### src/rtl/fp_add_subt_unit.sv
// rtl/fp_add_subt_unit.sv - multi-cycle truncating floating-point adder/subtractor
// Handshake responder: beg starts an operation, ready holds the result until ack.
module fp_add_subt_unit #(
  parameter int W  = 32,
  parameter int EW = 8,
  parameter int SW = 23
) (
  input  logic         clk,
  input  logic         reset,
  input  logic         beg_add_subt,
  input  logic         ack_add_subt,
  input  logic         add_subt,
  input  logic [W-1:0] Data_X,
  input  logic [W-1:0] Data_Y,
  output logic         ready_add_subt,
  output logic         busy,
  output logic [W-1:0] result,
  output logic         overflow_flag,
  output logic         underflow_flag
);

  typedef enum logic [2:0] {IDLE, ALIGN, ADD, NORM, PACK, DONE} state_t;

  localparam logic [EW-1:0] SHIFT_LIMIT = EW'(SW + 1);
  localparam logic [EW:0]   EXP_MAX     = {1'b0, {EW{1'b1}}};
  localparam logic [EW:0]   EXP_ONE     = (EW+1)'(1);

  state_t state, state_nxt;

  logic [W-1:0]  x_q, y_q;
  logic          op_q;
  logic          a_sign, b_sign;
  logic [EW-1:0] a_exp;
  logic [SW:0]   a_sig, b_sig;
  logic          r_sign;
  logic [EW:0]   r_exp;     // one extra bit so the carry out of the top exponent is visible
  logic [SW+1:0] r_sig;

  // Alignment datapath, evaluated from the latched operands
  logic          y_sign_eff, swap;
  logic [SW:0]   x_sig, y_sig, al_a_sig, al_b_sig, al_b_shifted;
  logic [EW-1:0] al_a_exp, al_b_exp, exp_diff;
  logic [SW+1:0] sum;

  always_comb begin
    y_sign_eff   = y_q[W-1] ^ op_q;
    x_sig        = (x_q[W-2:SW] == '0) ? '0 : {1'b1, x_q[SW-1:0]};
    y_sig        = (y_q[W-2:SW] == '0) ? '0 : {1'b1, y_q[SW-1:0]};
    swap         = y_q[W-2:0] > x_q[W-2:0];
    al_a_exp     = swap ? y_q[W-2:SW] : x_q[W-2:SW];
    al_b_exp     = swap ? x_q[W-2:SW] : y_q[W-2:SW];
    al_a_sig     = swap ? y_sig : x_sig;
    al_b_sig     = swap ? x_sig : y_sig;
    exp_diff     = al_a_exp - al_b_exp;
    al_b_shifted = (exp_diff >= SHIFT_LIMIT) ? '0 : (al_b_sig >> exp_diff);
    sum          = (a_sign != b_sign) ? ({1'b0, a_sig} - {1'b0, b_sig})
                                      : ({1'b0, a_sig} + {1'b0, b_sig});
  end

  always_ff @(posedge clk) begin
    if (reset) state <= IDLE;
    else       state <= state_nxt;
  end

  always_comb begin
    state_nxt      = state;
    ready_add_subt = 1'b0;
    busy           = 1'b1;
    case (state)
      IDLE: begin
        busy = 1'b0;
        if (beg_add_subt) state_nxt = ALIGN;
      end
      ALIGN: state_nxt = ADD;
      ADD:   state_nxt = NORM;
      NORM: begin
        if (r_sig != '0 && !r_sig[SW+1] && !r_sig[SW] && r_exp > EXP_ONE) state_nxt = NORM;
        else state_nxt = PACK;
      end
      PACK: state_nxt = DONE;
      DONE: begin
        ready_add_subt = 1'b1;
        if (ack_add_subt) state_nxt = IDLE;
      end
      default: state_nxt = IDLE;
    endcase
  end

  always_ff @(posedge clk) begin
    if (reset) begin
      x_q            <= '0;
      y_q            <= '0;
      op_q           <= 1'b0;
      a_sign         <= 1'b0;
      b_sign         <= 1'b0;
      a_exp          <= '0;
      a_sig          <= '0;
      b_sig          <= '0;
      r_sign         <= 1'b0;
      r_exp          <= '0;
      r_sig          <= '0;
      result         <= '0;
      overflow_flag  <= 1'b0;
      underflow_flag <= 1'b0;
    end else begin
      case (state)
        IDLE: begin
          if (beg_add_subt) begin
            x_q            <= Data_X;
            y_q            <= Data_Y;
            op_q           <= add_subt;
            overflow_flag  <= 1'b0;
            underflow_flag <= 1'b0;
          end
        end
        ALIGN: begin
          a_sign <= swap ? y_sign_eff : x_q[W-1];
          b_sign <= swap ? x_q[W-1] : y_sign_eff;
          a_exp  <= al_a_exp;
          a_sig  <= al_a_sig;
          b_sig  <= al_b_shifted;
        end
        ADD: begin
          r_sign <= a_sign;
          r_exp  <= {1'b0, a_exp};
          r_sig  <= sum;
        end
        NORM: begin
          if (r_sig == '0) begin
            r_sign <= 1'b0;
            r_exp  <= '0;
          end else if (r_sig[SW+1]) begin
            r_sig <= r_sig >> 1;
            r_exp <= r_exp + EXP_ONE;
          end else if (!r_sig[SW]) begin
            if (r_exp > EXP_ONE) begin
              r_sig <= r_sig << 1;
              r_exp <= r_exp - EXP_ONE;
            end else begin
              // Would need a denormal: flush to signed zero instead
              r_sig          <= '0;
              r_exp          <= '0;
              underflow_flag <= 1'b1;
            end
          end
        end
        PACK: begin
          if (r_exp >= EXP_MAX) begin
            result        <= {r_sign, {EW{1'b1}}, {SW{1'b0}}};
            overflow_flag <= 1'b1;
          end else begin
            result <= {r_sign, r_exp[EW-1:0], r_sig[SW-1:0]};
          end
        end
        default: ;
      endcase
    end
  end

endmodule

### config.mk
export PLATFORM = sky130hd
export DESIGN_NAME = fp_add_subt_unit
export DESIGN_NICKNAME = d
export VERILOG_FILES = /design/src/rtl/fp_add_subt_unit.sv
export SDC_FILE = /design/constraint.sdc
export NUM_CORES = 1
export LEC_CHECK = 0
export ABC_AREA = 0
export CAP_MARGIN = 20
export CELL_PAD_IN_SITES_DETAIL_PLACEMENT = 1
export CELL_PAD_IN_SITES_GLOBAL_PLACEMENT = 1
export CORE_MARGIN = 4
export CORE_UTILIZATION = 39
export DETAILED_ROUTE_END_ITERATION = 10
export PLACE_DENSITY_LB_ADDON = 0.05
export SKIP_CTS_REPAIR_TIMING = 1
export SYNTH_ARGS = -nofsm -noshare
export SYNTH_HDL_FRONTEND = slang
export SYNTH_SLANG_ARGS = --single-unit
### constraint.sdc
create_clock -name clk -period 4.8 [get_ports clk]
set_input_delay 0.48 -clock clk [delete_from_list [all_inputs] [get_ports clk]]
set_output_delay 0.48 -clock clk [all_outputs]
set_load 0.01 [all_outputs]
## Word level (Yosys, flattened, before mapping)

Index checks and enable logic that the tools add are counted.
W data, S select, Z words.

| word-level totals | value |
|---|---|
| register bits after elaboration | 195 |
| input port bits | 69 |
| word-level logic and storage cells | 101 |

| cells by class | value |
|---|---|
| add/sub/neg operators | 5 |
| $lt $le $gt $ge | 4 |
| equal/unequal tests | 16 |
| shifts and indexed selects | 1 |
| muxes and demuxes | 37 |
| bitwise logic cells | 1 |
| reduce and logical (&&, ||, !) cells | 21 |

Operators with widths:

| cell | number |
|---|---|
| $mux W24 | 8 |
| $mux W25 | 2 |
| $pmux W25 S2 | 1 |
| $mux W9 | 4 |
| $gt A31 B31 Y1 | 1 |
| $mux W31 | 1 |
| $add A24 B24 Y25 | 1 |
| $logic_not A25 Y1 | 1 |
| $reduce_bool A25 Y1 | 1 |
| $sub A24 B24 Y25 | 1 |
| $shr A24 B8 Y24 | 1 |
| $pmux W3 S6 | 1 |
| $pmux W9 S2 | 1 |
| $logic_not A8 Y1 | 2 |
| $mux W8 | 2 |
| $ne A2 B2 Y1 const B | 8 |
| $mux W1 | 11 |
| $reduce_and A2 Y1 | 5 |
| $add A9 B1 Y9 const B | 1 |
| $ge A9 B8 Y1 const B | 1 |
| $gt A9 B1 Y1 const B | 1 |
| $mux W3 | 3 |
| $sub A9 B1 Y9 const B | 1 |
| $ge A8 B5 Y1 const B | 1 |
| other kinds (15) | 25 |

## Longest topological paths before layout

| logic depth | value |
|---|---|
| word-level depth | 6 |
| mapped depth | 25 |
| mapped depth without buffers | 21 |

## Least setup slack after synthesis

Ideal clock, no wire load.

| path | value |
|---|---|
| path kind | reg2reg |
| start | register x_q[28] |
| end | register b_sig[22] |
| setup time | 0.070 ns |
| arrival time | 4.884 ns |
| data required time | 4.730 ns |
| setup slack | -0.154 ns |
| cell stages (with the launch flop) | 25 |
| buffers on the path | 4 |
| path through | dfxtp_1 > inv_1 > ha_1 > buf_2 > a211oi_1 > o211a_1 > a211oi_1 > o21a_2 > nor2_1 > buf_2 > buf_1 > buf_1 > a22oi_1 > ha_1 > nand2_1 > o211ai_1 > a21oi_1 > o21ai_0 > or3_1 > and2_1 > nor3_1 > o21ai_1 > a221o_1 > or3b_1 > a21oi_1 |

| between the ends | value |
|---|---|
| cells in the longest elaborated chain, start to end | 5 |
| elaborated cells between the ends (all ways) | 10 |
| classes of those cells | add/sub (1); order compare (2); shift (1); mux (5); reduce/logical (1) |

RTL lines:

| item | RTL line | source |
|---|---|---|
| start, declared | 30 | `logic [W-1:0] x_q, y_q;` |
| start signal, assigned | 109 | `x_q <= Data_X;` |
| $gt A31 B31 Y1 / $logic_not A8 Y1 (equally long branches) | 49, 47 |  |
| $mux W8, or another cell as far along | 50 | `al_a_exp = swap ? y_q[W-2:SW] : x_q[W-2:SW];` |
| $sub A8 B8 Y8 / $mux W24 (equally long branches) | 54, 53 |  |
| $shr A24 B8 Y24 / $ge A8 B5 Y1 (equally long branches) | 55 | `al_b_shifted = (exp_diff >= SHIFT_LIMIT) ? '0 : (al_b_sig >> exp_diff);` |
| $mux W24 (*) | 55 |  |
| end signal, assigned | 121 | `b_sig <= al_b_shifted;` |
| end, declared | 34 | `logic [SW:0] a_sig, b_sig;` |

Every way passes the cells marked *; elsewhere a longest branch is shown, timed or not.
A chain may end at the register's enable or synchronous reset.

## Worst setup path in the final report

| path | value |
|---|---|
| start | register y_q[25] |
| end | register b_sig[5] |

| between the ends | value |
|---|---|
| cells in the longest elaborated chain, start to end | 5 |
| elaborated cells between the ends (all ways) | 10 |
| classes of those cells | add/sub (1); order compare (2); shift (1); mux (5); reduce/logical (1) |

RTL lines:

| item | RTL line | source |
|---|---|---|
| start, declared | 30 |  |
| start signal, assigned | 110 | `y_q <= Data_Y;` |
| $gt A31 B31 Y1 / $logic_not A8 Y1 (equally long branches) | 49, 48 |  |
| $mux W8, or another cell as far along | 50 |  |
| $sub A8 B8 Y8 / $mux W24 (equally long branches) | 54, 53 |  |
| $shr A24 B8 Y24 / $ge A8 B5 Y1 (equally long branches) | 55 |  |
| $mux W24 (*) | 55 |  |

Marks and branches as above.

==> flow_summary_export.csv <==
group,metric,value,unit
power_and_ir_drop,leakage,5.49,nW
floorplan,die-area,0.0346,mm2
route,wl,39800,um
route,drt_pass1_iterations,5,
route,via_count,12000,
sta,slew_viol_final,0,
floorplan,num_rows,64,
yosys,async_flop_share,0,%
yosys,avgSynthCellArea,7.58,um2
yosys,synth-edff-count,0,
clock_network,cts-root-buf,"clkbuf_16",
min_path,hold_path_class,"reg2reg",
yosys,synthCells,1630,
layout,layout_commonest_cell,"nand2_1",
yosys,yosys_warnings,0,
sta,period_share,92.8,%
power_and_ir_drop,vdd_drop_max,0.274,mV
clock_network,clk_pin_slew,0.07,ns
global_route,antenna_found_initial,0,
global_route,grt_pass1_vias,11900,
route,drtAntennaViolNets,0,
layout,final_cell_area,0.0146,mm2
placed_design,gp_congestion,0.906,
clock_network,cts_tree,"yes",
global_route,grt_usage,23.0,%
sta,skew,0.0111,ns
global_route,grt_max_degree,122,
clock_network,ctsLongestPathBuffers,2,
sta,slew_headroom,31.2,%
yosys,synth-main-ff-cell,"dfxtp_1",
global_route,grt.overflow.total,0,
floorplan,core,0.0309,mm2
yosys,netlist_area,0.0124,mm2
layout,nNetsFinal,1827,
placed_design,pre_cts_ws,0.145,ns
floorplan,die_h,186,um
power_and_ir_drop,powerDensity,474,mW/mm2
sta,period_needed,4.45,ns
power_and_ir_drop,power,0.00693,W
route,wl_per_cell,18.9,um
floorplan,die_w,186,um
layout,diodes,0,
clock_network,clk_latency,0.45,ns
layout,area_growth,18.3,%
job,maxCapViolCount,0,
worst_setup_path,cp.required,5.18,ns
clock_network,numCtsBuffers,17,
worst_setup_path,endpoint_kind,"register",
sta,setup_ws,0.345,ns
yosys,ys_seq_area_share,31.6,%
sta,hold_viol_final,0,
clock_network,numClockSinks,195,
placed_design,hpwl,30300,um
run_status,status,"complete, no violations",
floorplan,start_util,40.0,%
yosys,synth_cell_type_count,73,
layout,drive_gt1_share,8.13,%
route,vias_per_cell,5.68,
route,first_iter_violations,698,
sta,hold_ws,0.461,ns
layout,layout_common_cells,"nand2_1 (256), nor2_1 (190), dfxtp_1 (189)",
yosys,ys_ff_latch,195,
floorplan,ios,105,
yosys,syn-num-nets,1761,
placed_design,place_area,0.0139,mm2
global_route,grt_pass1_wl,64200,um
sta,finalSetupViolations,0,
layout,final_util,47.3,%
sta,max_freq,224,MHz
worst_setup_path,critPathKind,"reg2reg",
route,drc_errors,0,
worst_setup_path,r2r_slack,0.35,ns
clock_network,cts-htree-levels,4,
placed_design,numPortBuffers,104,
sta,worst_pin_slew,1.03,ns
worst_setup_path,arrival,4.83,ns
worst_setup_path,cp_max_fo,8,
worst_setup_path,startpoint_type,"register",
## per-layer routing
layer	global-route usage [%]	up-vias	part of all wire, %
met5	0	-	0
met4	5.36	0	1.4
met3	3.19	30	2.5
met2	38.7	174	47
met1	31.5	5778	49
li1	-	5968	-
## state kept, by name, summed over array words and instances (netlist names)
| name | flops |
|---|---|
| result | 32 |
| x_q | 32 |
| y_q | 32 |
| r_sig | 25 |
| a_sig | 24 |
| b_sig | 24 |
| r_exp | 9 |
| a_exp | 8 |
| state | 3 |
| a_sign | 1 |
| b_sign | 1 |
| op_q | 1 |
| overflow_flag | 1 |
| r_sign | 1 |
| underflow_flag | 1 |
## layout make-up
| cell class | instances | area, um2 |
|---|---|---|
| Fill cell | 3810 | 16300 |
| Multi-Input combinational cell | 1270 | 7920 |
| Sequential cell | 195 | 3910 |
| Timing Repair Buffer | 153 | 1440 |
| Tap cell | 396 | 495 |
| Clock buffer | 17 | 425 |
| Inverter | 59 | 221 |
| Clock inverter | 15 | 210 |
## logic make-up (layout without fill, tap and decap cells)
family	after synthesis	after routing	share of synthesized area, %
simple gates	632	632	22.3
compound gates	438	438	23.2
flops	195	195	31.6
buf+inv	165	244	5.18
mux	90	90	7.92
fa+ha+maj	62	62	6.34
xor+xnor	48	48	3.46
## report_power, final
group	switching [W]	leakage (nW)	total, W	internal, W
logic	0.00207	3.59	0.00339	0.00133
clock network	0.000722	0.306	0.00157	0.000847
registers	0.000198	1.59	0.00197	0.00177
total	0.00299	5.49	0.00693	0.00394
## path summary, 6_finish.rpt
check                                start         end  cells after the start
worst max-delay path               y_q[25]    b_sig[5]                     21
worst min-delay path            result[31]  result[31]                      2
worst min register to register  result[31]  result[31]                      2
worst max register to register     y_q[25]    b_sig[5]                     21
## through the flow
stage,std cells,setup TNS [ns]
after floorplan,1630,0
after global placement,2071,0
after detailed placement,2071,0
after CTS,2103,0
after global routing,2105,-0.0104
final,2105,0
## cells in the mapped netlist, types with 6 or more instances
master | n | share of area [%]
a221oi_1 | 44 | 3.1
and2_1 | 10 | 0.51
o21ai_1 | 8 | 0.32
nor4_1 | 17 | 0.86
or3_1 | 8 | 0.40
nor2_1 | 192 | 5.8
o21ai_0 | 56 | 2.3
nand3_1 | 20 | 0.81
o31ai_1 | 10 | 0.61
o211ai_1 | 11 | 0.67
nand4_1 | 8 | 0.40
a211oi_1 | 27 | 1.6
inv_1 | 58 | 1.8
buf_2 | 11 | 0.45
nor3_1 | 72 | 2.9
buf_1 | 14 | 0.43
mux2_2 | 11 | 1.0
a21o_1 | 10 | 0.61
dfxtp_1 | 195 | 32
nand2_1 | 257 | 7.8
a31oi_1 | 15 | 0.76
mux2i_1 | 73 | 5.9
a311oi_1 | 11 | 0.78
clkbuf_1 | 80 | 2.4
nand2b_1 | 10 | 0.51
a22oi_1 | 34 | 2.1
xnor2_1 | 21 | 1.5
ha_1 | 61 | 6.2
xor2_1 | 26 | 1.8
a22o_1 | 8 | 0.57
o21a_1 | 7 | 0.43
a21oi_1 | 153 | 6.2
and3_1 | 6 | 0.30
nor2b_1 | 10 | 0.51
## critical path: stages, from the launching register on
cell       delay (ns)
dfxtp_1          0.52
ha_1             0.35
nand4_1          0.19
buf_4            0.15
nor2_1           0.03
o221a_2          0.29
o21a_2           0.21
nor2_2           0.18
a22oi_1          0.09
ha_1             0.21
nand2_1          0.09
o211ai_1         0.08
a21oi_1          0.19
o21ai_0          0.10
or3_1            0.32
and2_1           0.16
nor3_1           0.15
o21ai_1          0.17
a221o_1          0.40
buf_4            0.18
nor2_2           0.14
a2bb2oi_1        0.19
Power figures use the tool's default switching activity.
